[config.mk]
export PLATFORM = sky130hd
export DESIGN_NAME = mandelbrot_iter_ctrl_flat
export DESIGN_NICKNAME = d
export VERILOG_FILES = /design/src/rtl/mandelbrot_iter_ctrl_if.sv /design/src/rtl/mandelbrot_iter_ctrl.sv /design/src/flat_wrapper.sv
export SDC_FILE = /design/constraint.sdc
export NUM_CORES = 1
export LEC_CHECK = 0
export CORE_UTILIZATION = 45
export CTS_CLUSTER_DIAMETER = 200
export DETAILED_ROUTE_END_ITERATION = 7
export MAX_ROUTING_LAYER = met4
export PLACE_DENSITY = 0.82
export SETUP_SLACK_MARGIN = 0.15
export SLEW_MARGIN = 20
export SYNTH_ARGS = -nofsm -noshare
export SYNTH_HDL_FRONTEND = slang
export SYNTH_SLANG_ARGS = --single-unit
[constraint.sdc]
create_clock -name clk -period 2.1 [get_ports clk]
set_input_delay 0.21 -clock clk [delete_from_list [all_inputs] [get_ports clk]]
set_output_delay 0.21 -clock clk [all_outputs]
set_load 0.01 [all_outputs]
[src/rtl/mandelbrot_iter_ctrl_if.sv]
// Point-in / result-out handshake bundle for the Mandelbrot iteration sequencer.
// master = pixel source / colour stage side, slave = the sequencer.
interface mandelbrot_iter_ctrl_if #(
  parameter int WIDTH     = 8,
  parameter int CTR_WIDTH = 6
);
  logic                        in_valid;
  logic                        in_ready;
  logic signed [WIDTH-1:0]     in_cr;
  logic signed [WIDTH-1:0]     in_ci;
  logic        [CTR_WIDTH-1:0] max_iter;
  logic                        out_valid;
  logic                        out_ready;
  logic        [CTR_WIDTH-1:0] iter_count;
  logic                        escaped;

  modport master (
    output in_valid, in_cr, in_ci, max_iter, out_ready,
    input  in_ready, out_valid, iter_count, escaped
  );

  modport slave (
    input  in_valid, in_cr, in_ci, max_iter, out_ready,
    output in_ready, out_valid, iter_count, escaped
  );
endinterface

[src/rtl/mandelbrot_iter_ctrl.sv]
// Runs one Mandelbrot pixel to completion around an external combinational ALU.
// Optional MANDELBROT_ABORT_EN adds an abort input that drops RUN/DONE back to IDLE.
module mandelbrot_iter_ctrl #(
  parameter int WIDTH     = 8,
  parameter int CTR_WIDTH = 6
) (
  input  logic                    clk,
  input  logic                    rst_n,
`ifdef MANDELBROT_ABORT_EN
  input  logic                    abort,
`endif
  mandelbrot_iter_ctrl_if.slave   pix,
  output logic signed [WIDTH-1:0] alu_cr,
  output logic signed [WIDTH-1:0] alu_ci,
  output logic signed [WIDTH-1:0] alu_zr,
  output logic signed [WIDTH-1:0] alu_zi,
  input  logic signed [WIDTH-1:0] alu_out_zr,
  input  logic signed [WIDTH-1:0] alu_out_zi,
  input  logic                    alu_size,
  input  logic                    alu_overflow
);

  typedef enum logic [1:0] {IDLE, RUN, DONE} state_t;

  state_t                  state, state_nxt;
  logic signed [WIDTH-1:0] cr, ci, zr, zi;
  logic [CTR_WIDTH-1:0]    iter, max_lat;
  logic                    esc;
  logic                    accept, step, set_esc;

  always_ff @(posedge clk or negedge rst_n) begin
    if (!rst_n) state <= IDLE;
    else        state <= state_nxt;
  end

  // Limit check outranks escape so a point that escapes exactly on the
  // last allowed iteration still reports as limit-stopped.
  always_comb begin
    state_nxt = state;
    accept    = 1'b0;
    step      = 1'b0;
    set_esc   = 1'b0;
    case (state)
      IDLE: if (pix.in_valid) begin
        accept    = 1'b1;
        state_nxt = RUN;
      end
      RUN: begin
        if (iter == max_lat) begin
          state_nxt = DONE;
        end else if (alu_size | alu_overflow) begin
          state_nxt = DONE;
          set_esc   = 1'b1;
        end else begin
          step = 1'b1;
        end
      end
      DONE: if (pix.out_ready) state_nxt = IDLE;
      default: state_nxt = IDLE;
    endcase
`ifdef MANDELBROT_ABORT_EN
    if (abort && state != IDLE) begin
      state_nxt = IDLE;
      step      = 1'b0;
      set_esc   = 1'b0;
    end
`endif
  end

  always_ff @(posedge clk or negedge rst_n) begin
    if (!rst_n) begin
      cr      <= '0;
      ci      <= '0;
      zr      <= '0;
      zi      <= '0;
      iter    <= '0;
      max_lat <= '0;
      esc     <= 1'b0;
    end else if (accept) begin
      cr      <= pix.in_cr;
      ci      <= pix.in_ci;
      max_lat <= pix.max_iter;
      zr      <= '0;
      zi      <= '0;
      iter    <= '0;
      esc     <= 1'b0;
    end else if (step) begin
      zr   <= alu_out_zr;
      zi   <= alu_out_zi;
      iter <= iter + CTR_WIDTH'(1);
    end else if (set_esc) begin
      esc <= 1'b1;
    end
  end

  assign pix.in_ready   = (state == IDLE);
  assign pix.out_valid  = (state == DONE);
  assign pix.iter_count = iter;
  assign pix.escaped    = esc;

  assign alu_cr = cr;
  assign alu_ci = ci;
  assign alu_zr = zr;
  assign alu_zi = zi;

endmodule
[src/flat_wrapper.sv]
// flat-port wrapper written by rule: the top's interface ports become plain ports
module mandelbrot_iter_ctrl_flat 
#(
  parameter int WIDTH     = 8,
  parameter int CTR_WIDTH = 6
)
  (clk, rst_n, alu_cr, alu_ci, alu_zr, alu_zi, alu_out_zr, alu_out_zi, alu_size, alu_overflow, pix_in_valid, pix_in_cr, pix_in_ci, pix_max_iter, pix_out_ready, pix_in_ready, pix_out_valid, pix_iter_count, pix_escaped);
  mandelbrot_iter_ctrl_if #(.WIDTH(WIDTH), .CTR_WIDTH(CTR_WIDTH)) pix_i ();
  input  logic clk;
  input  logic rst_n;
  output logic signed [WIDTH-1:0] alu_cr;
  output logic signed [WIDTH-1:0] alu_ci;
  output logic signed [WIDTH-1:0] alu_zr;
  output logic signed [WIDTH-1:0] alu_zi;
  input  logic signed [WIDTH-1:0] alu_out_zr;
  input  logic signed [WIDTH-1:0] alu_out_zi;
  input  logic alu_size;
  input  logic alu_overflow;
  input wire logic [$bits(pix_i.in_valid)-1:0] pix_in_valid;
  input wire logic [$bits(pix_i.in_cr)-1:0] pix_in_cr;
  input wire logic [$bits(pix_i.in_ci)-1:0] pix_in_ci;
  input wire logic [$bits(pix_i.max_iter)-1:0] pix_max_iter;
  input wire logic [$bits(pix_i.out_ready)-1:0] pix_out_ready;
  output wire logic [$bits(pix_i.in_ready)-1:0] pix_in_ready;
  output wire logic [$bits(pix_i.out_valid)-1:0] pix_out_valid;
  output wire logic [$bits(pix_i.iter_count)-1:0] pix_iter_count;
  output wire logic [$bits(pix_i.escaped)-1:0] pix_escaped;
  assign pix_i.in_valid = pix_in_valid;
  assign pix_i.in_cr = pix_in_cr;
  assign pix_i.in_ci = pix_in_ci;
  assign pix_i.max_iter = pix_max_iter;
  assign pix_i.out_ready = pix_out_ready;
  assign pix_in_ready = pix_i.in_ready;
  assign pix_out_valid = pix_i.out_valid;
  assign pix_iter_count = pix_i.iter_count;
  assign pix_escaped = pix_i.escaped;
  mandelbrot_iter_ctrl #(.WIDTH(WIDTH), .CTR_WIDTH(CTR_WIDTH)) u_core (.clk(clk), .rst_n(rst_n), .pix(pix_i), .alu_cr(alu_cr), .alu_ci(alu_ci), .alu_zr(alu_zr), .alu_zi(alu_zi), .alu_out_zr(alu_out_zr), .alu_out_zi(alu_out_zi), .alu_size(alu_size), .alu_overflow(alu_overflow));
endmodule
# [After elaboration in Yosys (flattened, before gate mapping)]
# Cells that the tools add are included.
[classes] bitwise_logic=1 n_eq_ne=7 n_addsub=1 mux=22 reduce_logical=5
[ops] operator="8-bit two-way mux" n=4
[ops] operator="6-bit two-way mux" n=2
[ops] operator="1-bit two-way mux" n=11
[ops] operator="2-bit two-way mux" n=4
[ops] operator="6-bit by 1-bit adder with 6-bit output, second input constant" n=1
[ops] operator="6-bit equality test" n=1
[ops] operator="2-bit case mux with 3 select lines" n=1
[ops] operator="2-bit inequality test, second input constant" n=2
[ops] operator="2-bit nonzero test" n=2
[ops] operator="3-bit by 1-bit inequality test with 1-bit output, second input constant" n=1
[ops] operator="3-bit AND reduction" n=1
[ops] operator="2-bit by 1-bit equality test with 1-bit output, second input constant" n=1
[ops] operator="2-bit equality test, second input constant" n=1
[ops] operator="2-bit zero test" n=1
[ops] operator="2-bit by 1-bit inequality test with 1-bit output, second input constant" n=1
[ops] operator="2-bit AND reduction" n=1
[ops] operator="1-bit OR" n=1
[word_totals] output_inout_bits=41 elab_cells=44 input_bits=44 ff_bits=47

# [Logic depth before layout (Yosys ltp)]
[logic_depth] ltp_word=7 mapped_depth=6 mapped_depth_nobuf=5

# [Least setup slack after synthesis]
# No wires, ideal clock.
[synth_path] path_kind="flip-flop to flip-flop" startpoint="register u_core.iter[0], in the netlist u_core.pix.iter_count[0]" endpoint="register u_core.state[1]" setup_time_ns=0.083 n_path_buf=1 t_arrival_ns=1.315 synth_period_minus_slack_ns=1.397 required_time_ns=2.017 setup_slack_ns=0.703 path_stages_with_launch=7 path_cell_list="dfrtp_1 xnor2_1 nand4_1 o21ai_2 buf_2 nand2_1 o21ai_0"
[synth_between] elab_chain_cells=3 elab_cells_between_ends=5 classes_between="2 x eq/ne; 2 x mux; 1 x reduce/logical"
[synth_rtl] element="from (decl)" line="mandelbrot_iter_ctrl.sv:27" text="logic [CTR_WIDTH-1:0] iter, max_lat;"
[synth_rtl] element="from (signal assigned)" line="mandelbrot_iter_ctrl.sv:90" text="iter <= iter + CTR_WIDTH'(1);"
[synth_rtl] element="6-bit equality test *" line="mandelbrot_iter_ctrl.sv:49" text="if (iter == max_lat) begin"
[synth_rtl] element="3-bit by 1-bit inequality test with 1-bit output (no source line) / 2-bit two-way mux (equally long branches)"
[synth_rtl] element="3-bit AND reduction (no source line) / 2-bit case mux with 3 select lines (equally long branches)"
[synth_rtl] element="to (signal assigned)" line="mandelbrot_iter_ctrl.sv:33" text="else state <= state_nxt;"
[synth_rtl] element="to (decl)" line="mandelbrot_iter_ctrl.sv:25" text="state_t state, state_nxt;"
# Mark *: on every way between the ends. The rest lies on a longest branch, timed or not.
# A chain may end at the register's enable or synchronous reset.

# [Worst setup path after layout]
[layout_path] startpoint="register u_core.state[0]" endpoint="output port pix_out_valid"
[layout_between] elab_chain_cells=1
[layout_rtl] element="2-bit equality test" line="mandelbrot_iter_ctrl.sv:97" text="assign pix.out_valid = (state == DONE);"
[layout_rtl] element="to (decl)" line="flat_wrapper.sv:25" text="output wire logic [$bits(pix_i.out_valid)-1:0] pix_out_valid;"
# No other way between the ends.

==> impl_metrics.yaml <==
timing:
  hold_ws_ps: 369.6
  slew-limit-headroom_pct: 72.35
  worst_slew_pin_slew_ps: 414.7
  max_freq_mhz: 576.3
  slew_viol_final: 0
  final.setup.worst_slack_ps: 364.7
  finalSetupViolations: 0
  finalHoldViolCount: 0
  rsz0062_at_grt: "no"
  fin_crit_sh_pct: 82.63
  clock-skew-final_ps: 12.50
  period_needed_ps: 1735
  tns_ps: 0
setup_path:
  crit_chain: "and2b_1 -> clkdlybuf4s50_1"
  r2r_start: "u_core.pix.iter_count[2]"
  slowest_stage: "clkdlybuf4s50_1"
  ff2ff_setup_slack_ps: 400
  worstPathRequired_ps: 1890
  max_stage_delay_ps: 530
  cp_num_buf_inv: 1
  worst-setup-path-type: "flip-flop to primary output"
  arrival_ps: 1530
  cp-end-kind: "primary output"
  worst-path-max-fanout: 7
  cp-startpoint: "u_core.state[0]"
  cp_top_family: "buffers and inverters"
  start_kind: "flip-flop"
clock_tree:
  cts_htree_levels: 2
  cts_buffers: 5
  clk_path_buf_depth: 2
  cts_sinks: 47
  cts_tree: "built"
  post_cts_buffers: 0
  path_clk_slew_ps: 90
  clock_latency_ps: 300
  root_buffer: "clkbuf_8"
yosys:
  yosysSeqAreaShare_pct: 59.34
  synth_top_area_share_pct: 59.34
  synth_edf_count: 0
  syn_nets: 261
  synth_xor_area_share_pct: 2.652
  yosys-mux-area-fraction_pct: 0
  synth_top_family_by_area: "simple AND/OR/NAND/NOR gates"
  synth_most_common_cell: "nand2_1"
  synthDistinctLibCells: 22
  synthTopCellsByArea: "dfrtp_1 59%, nand2_1 13%, o21ai_0 5.3%, nand3_1 4.8%, inv_1 3.6%"
  yosys_warnings: 0
  synth-simple-area-share_pct: 22.41
  synth_cells: 216
  synthesis.area_sq_um: 1982
  postSynth.asyncResetShare_pct: 100.0
  ys_ff_latch: 47
  ys.flop_type: "dfrtp_1"
  synth_top_area_cell: "dfrtp_1"
  postSynthAreaPerCell_sq_um: 9.175
  synthAdderAreaFrac_pct: 0.6313
  synth_compound_area_share_pct: 8.965
  synthTopCellsByCount: "69 x nand2_1, 47 x dfrtp_1, 21 x o21ai_0"
route:
  drc_errors: 0
  num_vias: 1728
  drt_wl_total_mm: 4.456
  vias_per_cell: 4.909
  antenna_left: 0
  avgRoutedWirePerCell_um: 12.66
  drt_iter0_drc: 116
  drtPass1Iterations: 4
layout:
  drive_above_1_share_pct: 5.298
  n_antenna_cell: 0
  fin_util_pct: 72.91
  area_growth_pct: 51.39
  fin_nets: 347
pwr:
  p_seq_share_pct: 40.8
  power.switching_w: 0.001193
  power.density_nw_per_um2: 1186
  p_comb_share_pct: 41.1
  power_w: 0.003559
  p_leak_nw: 1.411
  clock_power_share_pct: 18.0
  ir_drop_mv: 0.8244
  switching_share_pct: 33.52
  internal_power_w: 0.002366
outcome:
  status: "finished, final reports clean"
placement:
  gp_congestion: 0.7588
  dp_hpwl_mm: 3.287
  io_buffers: 84
  dp_slack_ps: 273.4
floorplanning:
  io_pins: 85
  die_w_um: 68.37
  die_h_um: 68.37
  initial_core_util_pct: 48.16
  rows: 23
  dieArea_sq_um: 4674
  core_sq_um: 4115
global_route:
  grt_first_pass_wirelength_mm: 7.189
  grt_pass1_vias: 1617
  grt_antenna_before_repair: 0
  grtUsageTotal_pct: 21.64
  grt_max_degree: 34
  overflow: 0
run:
  maxCapViolCount: 0
worst_hold_path:
  worstHoldPathType: "input port to async pin"
## layout make-up
class / count / area (sq um)
sequential: 47 / 1176
fill: 314 / 1115
timing repair buffer: 90 / 887.1
multi-input combinational: 139 / 696.9
inverter: 19 / 71.32
clock buffer: 5 / 68.82
tap: 50 / 62.56
clock inverter: 2 / 37.54
## power by group through the flow
stage	Sequential, W	Clock [W]	Combinational [W]
floorplan	0.00157	0	0.000543
global placement	0.00146	0	0.00142
detailed placement	0.00147	0	0.00146
CTS	0.00146	0.000653	0.00148
global route	0.00150	0.000692	0.00162
finish	0.00145	0.000642	0.00146
## logic make-up (layout without fill, tap and decap cells)
logic type / count (synthesis) / count (layout)
AO/OA/AOI/OAI: 30 / 30
XOR/XNOR: 6 / 6
adder cells (fa/ha/maj): 1 / 1
buffers and inverters: 30 / 116
flip-flops: 47 / 47
AND/OR/NAND/NOR: 102 / 102
## flip-flops by register name (all words and copies together), names as in the netlist
name	cells
u_core.alu_ci	8
u_core.alu_cr	8
u_core.alu_zi	8
u_core.alu_zr	8
u_core.max_lat	6
u_core.pix.escaped	1
u_core.pix.iter_count	6
u_core.state	2
## final timing paths
kind	end	cells after the start
setup / recovery	pix_out_valid	2
hold / removal	u_core.alu_zr[4]	2
setup reg to reg	u_core.state[1]	6
hold reg to reg	u_core.alu_ci[0]	2
max in group asynchronous	u_core.alu_cr[1]	3
min in group clk	u_core.max_lat[4]	3
## layout by cell type (no fill, tap or decap), drive strengths merged, types with 2 or more instances in the layout
cell type	count
and2b	2
buf	6
clkbuf	5
clkdlybuf4s50	83
dfrtp	47
inv	19
nand2	69
nand2b	4
nand3	19
nand4	2
nor2	3
o21ai	22
o311ai	2
o41ai	3
xnor2	6
## layer usage
layer	wire, um	GRT usage (%)	up-vias
li1	-	-	861
met1	1945	26.82	803
met2	2222	34.80	56
met3	210	3.667	8
met4	77	9.115	0
met5	0	-	-
## timing repair
item,4_1_cts,5_1_grt
endpoints found under the setup margin,0,17
resized for setup,0,2
endpoints found under the hold margin,18,0
hold buffers,1,0
## through the flow
stage          cells  instance area (sq um)
3_3_place_gp     344                   2873
5_1_grt          352                   3000
3_5_place_dp     344                   2873
4_1_cts          352                   2989
2_1_floorplan    216                   1982
6_report         352                   3000
Power figures use the tool's default switching activity.
